### config.mk
export PLATFORM = sky130hd
export DESIGN_NAME = operand_read_unit_flat
export DESIGN_NICKNAME = d
export VERILOG_FILES = /design/src/rtl/operand_read_unit_if.sv /design/src/rtl/operand_read_unit.sv /design/src/flat_wrapper.sv
export SDC_FILE = /design/constraint.sdc
export NUM_CORES = 1
export LEC_CHECK = 0
export BUFFER_PORTS_ARGS = -buffer_cell sky130_fd_sc_hd__buf_2
export CORE_MARGIN = 1
export CORE_UTILIZATION = 29
export CTS_CLUSTER_DIAMETER = 200
export DETAILED_ROUTE_END_ITERATION = 12
export GPL_ROUTABILITY_DRIVEN = 1
export GPL_TIMING_DRIVEN = 0
export PLACE_DENSITY = 0.59
export SLEW_MARGIN = 20
export SYNTH_ARGS = -nofsm -noshare
export SYNTH_HDL_FRONTEND = slang
export SYNTH_SLANG_ARGS = --single-unit
### constraint.sdc
create_clock -name clk -period 2.21 [get_ports clk]
set_input_delay 0.1105 -clock clk [delete_from_list [all_inputs] [get_ports clk]]
set_output_delay 0.1105 -clock clk [all_outputs]
set_load 0.1 [all_outputs]
### src/rtl/operand_read_unit_if.sv
// operand_read_unit_if: decode, register-file, writeback and execute signals of the operand-read stage
interface operand_read_unit_if #(
  parameter int DW   = 16,
  parameter int NREG = 8,
  parameter int RW   = 3
);
  logic            in_valid;
  logic            in_ready;
  logic [3:0]      in_op;
  logic [RW-1:0]   in_rs1;
  logic [RW-1:0]   in_rs2;
  logic [RW-1:0]   in_rd;
  logic            in_use_rs1;
  logic            in_use_rs2;
  logic            in_iswb;
  logic            in_isld;
  logic            flush;
  logic [RW-1:0]   rf_raddr1;
  logic [RW-1:0]   rf_raddr2;
  logic [DW-1:0]   rf_rdata1;
  logic [DW-1:0]   rf_rdata2;
  logic            wb_en;
  logic [RW-1:0]   wb_rd;
  logic [DW-1:0]   wb_data;
  logic            out_valid;
  logic            out_ready;
  logic [3:0]      out_op;
  logic [RW-1:0]   out_rd;
  logic            out_iswb;
  logic            out_isld;
  logic [DW-1:0]   out_a;
  logic [DW-1:0]   out_b;
  logic [NREG-1:0] busy;
  logic [15:0]     stall_count;
  modport slave (
    input  in_valid, in_op, in_rs1, in_rs2, in_rd, in_use_rs1, in_use_rs2, in_iswb, in_isld,
    input  flush, rf_rdata1, rf_rdata2, wb_en, wb_rd, wb_data, out_ready,
    output in_ready, rf_raddr1, rf_raddr2, out_valid, out_op, out_rd, out_iswb, out_isld,
    output out_a, out_b, busy, stall_count
  );
  modport master (
    output in_valid, in_op, in_rs1, in_rs2, in_rd, in_use_rs1, in_use_rs2, in_iswb, in_isld,
    output flush, rf_rdata1, rf_rdata2, wb_en, wb_rd, wb_data, out_ready,
    input  in_ready, rf_raddr1, rf_raddr2, out_valid, out_op, out_rd, out_iswb, out_isld,
    input  out_a, out_b, busy, stall_count
  );
endinterface

### src/rtl/operand_read_unit.sv
// operand_read_unit: scoreboarded operand read with writeback forwarding and valid/ready issue
module operand_read_unit #(
  parameter int DW   = 16,
  parameter int NREG = 8,
  parameter int RW   = 3
) (
  input logic clk,
  input logic rst,
  operand_read_unit_if.slave bus
);
  typedef enum logic [1:0] {EMPTY, WAIT, ISSUE} state_t;
  state_t state;
  logic [RW-1:0] rs1, rs2;
  logic p1, p2, prd;
  logic accept, issue;
  logic [NREG-1:0] wb_mask, iss_mask, eff_busy;
  logic hz1, hz2, hzd, wb1, wb2, wbd, n1, n2, nd;
  logic [DW-1:0] v1, v2;
  assign bus.in_ready  = state == EMPTY || (state == ISSUE && bus.out_ready);
  assign bus.out_valid = state == ISSUE;
  // Sources are taken from decode whenever a new instruction can be accepted, so back-to-back issue reads the right registers.
  assign bus.rf_raddr1 = bus.in_ready ? bus.in_rs1 : rs1;
  assign bus.rf_raddr2 = bus.in_ready ? bus.in_rs2 : rs2;
  assign accept   = bus.in_valid && bus.in_ready && !bus.flush;
  assign issue    = state == ISSUE && bus.out_ready && !bus.flush;
  assign wb_mask  = bus.wb_en ? NREG'(1) << bus.wb_rd : '0;
  assign iss_mask = issue && bus.out_iswb ? NREG'(1) << bus.out_rd : '0;
  assign eff_busy = (bus.busy & ~wb_mask) | iss_mask;
  assign hz1 = bus.in_use_rs1 && eff_busy[bus.in_rs1];
  assign hz2 = bus.in_use_rs2 && eff_busy[bus.in_rs2];
  assign hzd = bus.in_iswb && eff_busy[bus.in_rd];
  assign v1 = !bus.in_use_rs1 || hz1 ? '0 : bus.wb_en && bus.wb_rd == bus.in_rs1 ? bus.wb_data : bus.rf_rdata1;
  assign v2 = !bus.in_use_rs2 || hz2 ? '0 : bus.wb_en && bus.wb_rd == bus.in_rs2 ? bus.wb_data : bus.rf_rdata2;
  assign wb1 = bus.wb_en && bus.wb_rd == rs1;
  assign wb2 = bus.wb_en && bus.wb_rd == rs2;
  assign wbd = bus.wb_en && bus.wb_rd == bus.out_rd;
  assign n1 = p1 && !wb1;
  assign n2 = p2 && !wb2;
  assign nd = prd && !wbd;
  // State machine, scoreboard, stall counter and the held instruction; flush overrides accept and issue.
  always_ff @(posedge clk) begin
    if (rst) begin
      state           <= EMPTY;
      rs1             <= '0;
      rs2             <= '0;
      p1              <= 1'b0;
      p2              <= 1'b0;
      prd             <= 1'b0;
      bus.out_op      <= '0;
      bus.out_rd      <= '0;
      bus.out_iswb    <= 1'b0;
      bus.out_isld    <= 1'b0;
      bus.out_a       <= '0;
      bus.out_b       <= '0;
      bus.busy        <= '0;
      bus.stall_count <= '0;
    end else begin
      bus.busy <= eff_busy;
      if (state == WAIT && bus.stall_count != 16'hFFFF) bus.stall_count <= bus.stall_count + 16'd1;
      if (bus.flush) begin
        state <= EMPTY;
      end else if (accept) begin
        state        <= hz1 || hz2 || hzd ? WAIT : ISSUE;
        rs1          <= bus.in_rs1;
        rs2          <= bus.in_rs2;
        p1           <= hz1;
        p2           <= hz2;
        prd          <= hzd;
        bus.out_op   <= bus.in_op;
        bus.out_rd   <= bus.in_rd;
        bus.out_iswb <= bus.in_iswb;
        bus.out_isld <= bus.in_isld;
        bus.out_a    <= v1;
        bus.out_b    <= v2;
      end else if (state == WAIT) begin
        if (p1 && wb1) bus.out_a <= bus.wb_data;
        if (p2 && wb2) bus.out_b <= bus.wb_data;
        p1  <= n1;
        p2  <= n2;
        prd <= nd;
        if (!(n1 || n2 || nd)) state <= ISSUE;
      end else if (issue) begin
        state <= EMPTY;
      end
    end
  end
endmodule

### src/flat_wrapper.sv
// flat-port wrapper written by rule: the top's interface ports become plain ports
module operand_read_unit_flat 
#(
  parameter int DW   = 16,
  parameter int NREG = 8,
  parameter int RW   = 3
)
  (clk, rst, bus_in_valid, bus_in_op, bus_in_rs1, bus_in_rs2, bus_in_rd, bus_in_use_rs1, bus_in_use_rs2, bus_in_iswb, bus_in_isld, bus_flush, bus_rf_rdata1, bus_rf_rdata2, bus_wb_en, bus_wb_rd, bus_wb_data, bus_out_ready, bus_in_ready, bus_rf_raddr1, bus_rf_raddr2, bus_out_valid, bus_out_op, bus_out_rd, bus_out_iswb, bus_out_isld, bus_out_a, bus_out_b, bus_busy, bus_stall_count);
  operand_read_unit_if #(.DW(DW), .NREG(NREG), .RW(RW)) bus_i ();
  input logic clk;
  input logic rst;
  input wire logic [$bits(bus_i.in_valid)-1:0] bus_in_valid;
  input wire logic [$bits(bus_i.in_op)-1:0] bus_in_op;
  input wire logic [$bits(bus_i.in_rs1)-1:0] bus_in_rs1;
  input wire logic [$bits(bus_i.in_rs2)-1:0] bus_in_rs2;
  input wire logic [$bits(bus_i.in_rd)-1:0] bus_in_rd;
  input wire logic [$bits(bus_i.in_use_rs1)-1:0] bus_in_use_rs1;
  input wire logic [$bits(bus_i.in_use_rs2)-1:0] bus_in_use_rs2;
  input wire logic [$bits(bus_i.in_iswb)-1:0] bus_in_iswb;
  input wire logic [$bits(bus_i.in_isld)-1:0] bus_in_isld;
  input wire logic [$bits(bus_i.flush)-1:0] bus_flush;
  input wire logic [$bits(bus_i.rf_rdata1)-1:0] bus_rf_rdata1;
  input wire logic [$bits(bus_i.rf_rdata2)-1:0] bus_rf_rdata2;
  input wire logic [$bits(bus_i.wb_en)-1:0] bus_wb_en;
  input wire logic [$bits(bus_i.wb_rd)-1:0] bus_wb_rd;
  input wire logic [$bits(bus_i.wb_data)-1:0] bus_wb_data;
  input wire logic [$bits(bus_i.out_ready)-1:0] bus_out_ready;
  output wire logic [$bits(bus_i.in_ready)-1:0] bus_in_ready;
  output wire logic [$bits(bus_i.rf_raddr1)-1:0] bus_rf_raddr1;
  output wire logic [$bits(bus_i.rf_raddr2)-1:0] bus_rf_raddr2;
  output wire logic [$bits(bus_i.out_valid)-1:0] bus_out_valid;
  output wire logic [$bits(bus_i.out_op)-1:0] bus_out_op;
  output wire logic [$bits(bus_i.out_rd)-1:0] bus_out_rd;
  output wire logic [$bits(bus_i.out_iswb)-1:0] bus_out_iswb;
  output wire logic [$bits(bus_i.out_isld)-1:0] bus_out_isld;
  output wire logic [$bits(bus_i.out_a)-1:0] bus_out_a;
  output wire logic [$bits(bus_i.out_b)-1:0] bus_out_b;
  output wire logic [$bits(bus_i.busy)-1:0] bus_busy;
  output wire logic [$bits(bus_i.stall_count)-1:0] bus_stall_count;
  assign bus_i.in_valid = bus_in_valid;
  assign bus_i.in_op = bus_in_op;
  assign bus_i.in_rs1 = bus_in_rs1;
  assign bus_i.in_rs2 = bus_in_rs2;
  assign bus_i.in_rd = bus_in_rd;
  assign bus_i.in_use_rs1 = bus_in_use_rs1;
  assign bus_i.in_use_rs2 = bus_in_use_rs2;
  assign bus_i.in_iswb = bus_in_iswb;
  assign bus_i.in_isld = bus_in_isld;
  assign bus_i.flush = bus_flush;
  assign bus_i.rf_rdata1 = bus_rf_rdata1;
  assign bus_i.rf_rdata2 = bus_rf_rdata2;
  assign bus_i.wb_en = bus_wb_en;
  assign bus_i.wb_rd = bus_wb_rd;
  assign bus_i.wb_data = bus_wb_data;
  assign bus_i.out_ready = bus_out_ready;
  assign bus_in_ready = bus_i.in_ready;
  assign bus_rf_raddr1 = bus_i.rf_raddr1;
  assign bus_rf_raddr2 = bus_i.rf_raddr2;
  assign bus_out_valid = bus_i.out_valid;
  assign bus_out_op = bus_i.out_op;
  assign bus_out_rd = bus_i.out_rd;
  assign bus_out_iswb = bus_i.out_iswb;
  assign bus_out_isld = bus_i.out_isld;
  assign bus_out_a = bus_i.out_a;
  assign bus_out_b = bus_i.out_b;
  assign bus_busy = bus_i.busy;
  assign bus_stall_count = bus_i.stall_count;
  operand_read_unit #(.DW(DW), .NREG(NREG), .RW(RW)) u_core (.clk(clk), .rst(rst), .bus(bus_i));
endmodule
## Word-level counts from Yosys, hierarchy flattened

Cells that the tools add are included.

| word-level totals | value |
|---|---|
| output and inout bits | 73 |
| flip-flop bits (word level) | 76 |

| cells by class | value |
|---|---|
| shifts and indexed selects | 2 |
| bitwise gates (word level) | 4 |
| multiplexer cells | 31 |
| reduce and logical (&&, ||, !) cells | 43 |
| $add $sub $neg | 1 |
| magnitude comparators | 3 |
| equal/unequal tests | 9 |

Operators by type and width:

| operator | count |
|---|---|
| 2-to-1 mux 16 bit | 10 |
| logical AND 1 bit | 19 |
| adder 16 x 1 -> 16 bit, second input constant | 1 |
| 2-to-1 mux 8 bit | 2 |
| inequality test 16 bit, second input constant | 1 |
| left shift 1 x 3 -> 8 bit, first input constant | 2 |
| equality test 3 bit | 5 |
| less-than comparator 3 x 4 -> 1 bit, second input constant | 3 |
| 2-to-1 mux 2 bit | 5 |
| binary-select mux 1 bit (select 3 bit) | 3 |
| 2-to-1 mux 1 bit | 9 |
| bitwise AND 8 bit | 1 |
| inverter 8 bit | 1 |
| OR 8 bit | 1 |
| logical OR 1 bit | 7 |
| zero test 1 bit | 6 |
| 2-to-1 mux 3 bit | 2 |
| AND reduction 2 bit | 3 |
| AND reduction 3 bit | 2 |
| nonzero test 2 bit | 3 |
| inequality test 3 x 2 -> 1 bit, second input constant | 1 |
| nonzero test 3 bit | 1 |
| equality test 2 x 1 -> 1 bit, second input constant | 1 |
| equality test 2 bit, second input constant | 1 |
| 3 further kinds | 3 |

## Logic depth before layout (Yosys ltp)

| depth | value |
|---|---|
| depth after elaboration | 13 |
| mapped depth | 9 |
| depth with buffers taken out | 6 |

## Worst setup path after synthesis

No wires, ideal clock.

| timing path | value |
|---|---|
| kind | register to register |
| start point | reg u_core.bus.out_iswb |
| end point | reg u_core.bus.out_a[10] |
| arrival time | 2.837 ns |
| setup time | 0.115 ns |
| cell stages (with the launch flop) | 8 |
| period minus slack after synthesis | 2.952 ns |
| data required time | 2.095 ns |
| path slack | -0.742 ns |
| cell sequence | dfxtp_1 nor4bb_1 a22oi_1 mux4_2 mux2_2 a21oi_4 buf_6 o21ai_2 |

| between the ends | value |
|---|---|
| word-level cells in the longest chain between the ends | 9 |

RTL lines:

| what | line | source |
|---|---|---|
| start, declared | operand_read_unit_if.sv:38 | `output in_ready, rf_raddr1, rf_raddr2, out_valid, out_op, out_rd, out_iswb, out_isld,` |
| start signal, assigned | operand_read_unit.sv:71 | `bus.out_iswb <= bus.in_iswb;` |
| logical AND 1 bit | operand_read_unit.sv:27 | `assign iss_mask = issue && bus.out_iswb ? NREG'(1) << bus.out_rd : '0;` |
| 2-to-1 mux 8 bit | operand_read_unit.sv:27 |  |
| OR 8 bit | operand_read_unit.sv:28 | `assign eff_busy = (bus.busy & ~wb_mask) \| iss_mask;` |
| binary-select mux 1 bit (select 3 bit) | operand_read_unit.sv:29 | `assign hz1 = bus.in_use_rs1 && eff_busy[bus.in_rs1];` |
| 2-to-1 mux 1 bit (not written as such) | operand_read_unit.sv:29 |  |
| logical AND 1 bit | operand_read_unit.sv:29 |  |
| logical OR 1 bit | operand_read_unit.sv:32 | `assign v1 = !bus.in_use_rs1 \|\| hz1 ? '0 : bus.wb_en && bus.wb_rd == bus.in_rs1 ? bus.wb_data : bus.rf_rdata1;` |
| 2-to-1 mux 16 bit | operand_read_unit.sv:32 |  |
| 2-to-1 mux 16 bit | operand_read_unit.sv:62 | `end else if (accept) begin` |
| end signal, assigned | operand_read_unit.sv:73 | `bus.out_a <= v1;` |
| end signal, assigned | operand_read_unit.sv:76 | `if (p1 && wb1) bus.out_a <= bus.wb_data;` |
| end, declared | operand_read_unit_if.sv:39 | `output out_a, out_b, busy, stall_count` |

Every way passes these cells. The select of a mux whose other input is x is not followed.
A chain may end at the register's enable or synchronous reset.

## Final worst setup path

| timing path | value |
|---|---|
| start point | reg u_core.state[0] |
| end point | reg u_core.bus.out_a[12] |

| between the ends | value |
|---|---|
| word-level cells in the longest chain between the ends | 12 |
| elaborated cells on any way between the ends | 20 |
| those cells by class | eq/ne: 2; mux: 5; bitwise: 1; reduce/logical: 12 |

RTL lines:

| what | line | source |
|---|---|---|
| start, declared | operand_read_unit.sv:12 | `state_t state;` |
| start signal, assigned | operand_read_unit.sv:63 | `state <= hz1 \|\| hz2 \|\| hzd ? WAIT : ISSUE;` |
| equality test 2 bit | operand_read_unit.sv:19, operand_read_unit.sv:25 |  |
| logical AND 1 bit | operand_read_unit.sv:19, operand_read_unit.sv:25 |  |
| logical AND 1 bit | operand_read_unit.sv:25 | `assign issue = state == ISSUE && bus.out_ready && !bus.flush;` |
| logical AND 1 bit | operand_read_unit.sv:27 |  |
| 2-to-1 mux 8 bit | operand_read_unit.sv:27 |  |
| OR 8 bit | operand_read_unit.sv:28 |  |
| binary-select mux 1 bit (select 3 bit) | operand_read_unit.sv:29 |  |
| 2-to-1 mux 1 bit (not written as such) | operand_read_unit.sv:29 |  |
| logical AND 1 bit | operand_read_unit.sv:29 |  |
| logical OR 1 bit | operand_read_unit.sv:32 |  |
| 2-to-1 mux 16 bit | operand_read_unit.sv:32 |  |
| 2-to-1 mux 16 bit | operand_read_unit.sv:62 |  |

Parallel ways exist; a longest one is shown, timed or not. The select of a mux whose other input is x is not followed.

==> flow_summary.toml <==
[sta]
slew_violations = 0
fin_crit_ns = 2.36
hold_viol = 0
rsz0062_at_grt = "true"
finClkSkew_ns = 0.00900
final-setup-viol-count = 34
finalWorstSetupSlack_ns = -0.153
finalSetupTns_ns = -3.62
period_share_pct = 107
worst_slew_pin_slew_ns = 0.858
fmax_mhz = 423
maxSlewHeadroom_pct = 42.2

[placed_design]
place_area_sq_mm = 0.00597
gp_congestion = 0.881
dpl.hpwl_um = 13300
portBuffers = 144

[routing]
antenna_left = 0
drt_first_pass_iters = 5
drt_drc_violations_left = 0
vias_per_cell = 5.60
top_layer = "met4"
vias = 5694
met3_length_um = 1550
initialDrtViolationCount = 420
wl_per_cell_um = 18.6
finalWirelength_um = 18900
wl_met2_um = 8370
drt-met1-wl_um = 8460

[synthesis]
synth_edf_count = 0
syn_inst = 608
synth_seq_cells = 76
synth_cell_type_count = 59
synth_common_cells = "dfxtp_1 (76), nand4_1 (73), o21ai_0 (48)"
synth_top_area_cell = "dfxtp_1"
ys_top_cells_by_area = "dfxtp_1 (31%), nand4_1 (9.3%), o32a_1 (6.8%), o21ai_0 (4.9%), o211ai_1 (4.9%)"
synthArstFlopShare_pct = 0
synth_top_area_share_pct = 31.1
yosysMostFrequentCell = "dfxtp_1"
synth_area_per_cell_sq_um = 8.03
synth_area_sq_mm = 0.00488
seq_area_frac_synth_pct = 31.1
syn_nets = 683
ys_warn_count = 0
ys.flop_type = "dfxtp_1"

[setup_path]
r2r_start = "u_core.state[0]"
crit_type = "flop to flop"
critPathMaxStageDelay_ns = 0.55
path_max_fanout = 7
reg2regPathDepth = 7
critPathTopFamily = "multiplexers"
path_cells = "and4bb_2 > a22oi_1 > mux4_2 > mux2_4 > a21oi_4 > buf_6 > o21ai_2"
crit_path_start_kind = "flop"
worst_path_max_delay_cell = "mux4_2"
cp.required_ns = 2.44
crit_arrival_ns = 2.60
rrSetupSlack_ns = -0.15
end_kind = "flop"
reg2reg_to = "u_core.bus.out_a[12]"
crit_buf_inv = 1

[outcome]
violations = "setup timing"
outcome = "complete, but fails checks"

[flow_run]
drv.max_cap_violation_count = 0

[clock_network]
clk_pin_slew_ns = 0.06
clock_sinks = 76
cts_tree = "built"
clk_latency_ns = 0.35
cts_root_buf = "clkbuf_16"
cts-buffers-inserted = 9
cts_buffer_depth = 2
cts_max_level = 3

[power]
p_comb_share_pct = 19.8
clkPwrFrac_pct = 45.6
power.leakage_nw = 2.48
p_total_mw = 4.08
internal_power_mw = 2.86
powerDensity_mw_per_mm2 = 602
switching_share_pct = 29.9
ir_worst_vdd_v = 0.000382
p_switching_mw = 1.22
p_seq_share_pct = 34.6

[floorplanning]
start_util_pct = 29.6
die_h_um = 132
dieArea_sq_mm = 0.0174
row_count = 47
core-area_sq_mm = 0.0165
io_pins = 147
fp.dieW_um = 132

[global_routing]
grt_pass1_vias = 5439
grt_pass1_wl_um = 29800
grt_max_degree = 14
grt_antenna_before_repair = 1
grt.total_usage_pct = 21.7
overflow = 0

[worst_hold_path]
hold_class = "input port to flop"
min_from = "bus_in_op[0]"
hold_depth = 3
whs_endpoint = "u_core.bus.out_op[0]"

[cells_and_area]
final_area_sq_mm = 0.00678
final_util_pct = 41.0
fillers = 1717
nNetsFinal = 865
syn2layout_area_growth_pct = 38.8
drive_gt1_share_pct = 36.6
==> cell type report <==
cell class              count  area [sq um]  area share [%]
diodes                      2          5.00          0.0738
plain buffers              47           213            3.14
clock buffers              11           243            3.58
clock inverters             5           124            1.83
inverters                  42           158            2.33
multi-input cells         441          3140            46.3
flip-flops and latches     76          1590            23.4
well taps                 220           275            4.06
repair buffers            173          1030            15.2
==> logic make-up (layout without fill, tap and decap cells) <==
family	after synthesis	in the layout	synth area share [%]
compound gates	182	182	26.4
xor+xnor	27	27	4.84
fa+ha+maj	1	1	0.256
buf+inv	91	278	7.68
flops	76	76	31.1
mux	16	16	5.33
other cells	0	2	0
simple gates	215	215	24.3
==> worst max-delay path by stage <==
stage	start	to	slack [ns]	cells after the start
after floorplan	u_core.bus.out_rd[0]	u_core.bus.out_a[10]	-0.12	7
after global placement	bus_wb_rd[0]	u_core.bus.out_b[4]	-0.51	9
after detailed placement	bus_wb_rd[0]	u_core.bus.out_b[4]	-0.50	9
after CTS	u_core.bus.out_rd[0]	u_core.bus.out_a[5]	-0.24	9
after global routing	u_core.state[0]	u_core.bus.out_a[5]	-0.23	8
final	u_core.state[0]	u_core.bus.out_a[12]	-0.15	7
==> timing repair <==
action | 4_1_cts | 5_1_grt
endpoints found under the setup margin | 62 | 48
setup buffers | 21 | 4
hold buffers | 4 | 0
cloned | 3 | 0
resized for setup | 45 | 34
endpoints found under the hold margin | 4 | 0
pin swaps | 40 | 20
==> registers in the layout (all words and copies together) (netlist names) <==
register                count
u_core.bus.out_isld         1
u_core.bus.out_op           4
u_core.prd                  1
u_core.bus.out_rd           3
u_core.bus.out_iswb         1
u_core.rs2                  3
u_core.p1                   1
u_core.rs1                  3
u_core.p2                   1
u_core.bus.out_b           16
u_core.bus.stall_count     16
u_core.state                2
u_core.bus.busy             8
u_core.bus.out_a           16
==> power by group through the flow <==
stage	clock network, mW	registers, mW	logic, mW
floorplan	0	1.60	0.360
global placement	0	1.44	0.740
detailed placement	0	1.44	0.740
CTS	1.90	1.41	0.810
global route	1.95	1.41	0.858
finish	1.86	1.41	0.810
==> stage by stage <==
stage                     setup slack [ns]  hold WS, ns  instances
final                               -0.153       0.0107       1017
after global routing                -0.231       0.0178       1015
after CTS                           -0.236      0.00179       1016
after detailed placement            -0.498        0.357        972
after global placement              -0.513        0.352        972
after floorplan                     -0.116        0.236        608
==> worst min-delay path: cells and delay by family <==
family | cells | cell delay [ns]
AO/OA/AOI/OAI | 1 | 0.05
AND/OR/NAND/NOR | 1 | 0.05
buffers and inverters | 1 | 0.10
==> metal layers <==
layer,track usage [%],vias up
met2,32.7,263
met1,30.3,2691
met5,0,-
met3,4.15,30
met4,8.91,0
li1,-,2710
==> cells in the final DEF (no fill, tap or decap), types with 24 or more instances in the layout <==
cell type and instances:
xnor2_1 24, buf_2 155, nand3_1 35, o32a_1 33, dfxtp_1 46, nand4_1 73, o211ai_1 32, nor2_1 27
nand2_1 42, o21ai_0 29, o21ai_2 26, clkbuf_1 31, inv_1 40
No activity file was read; power rests on OpenSTA's default activity.
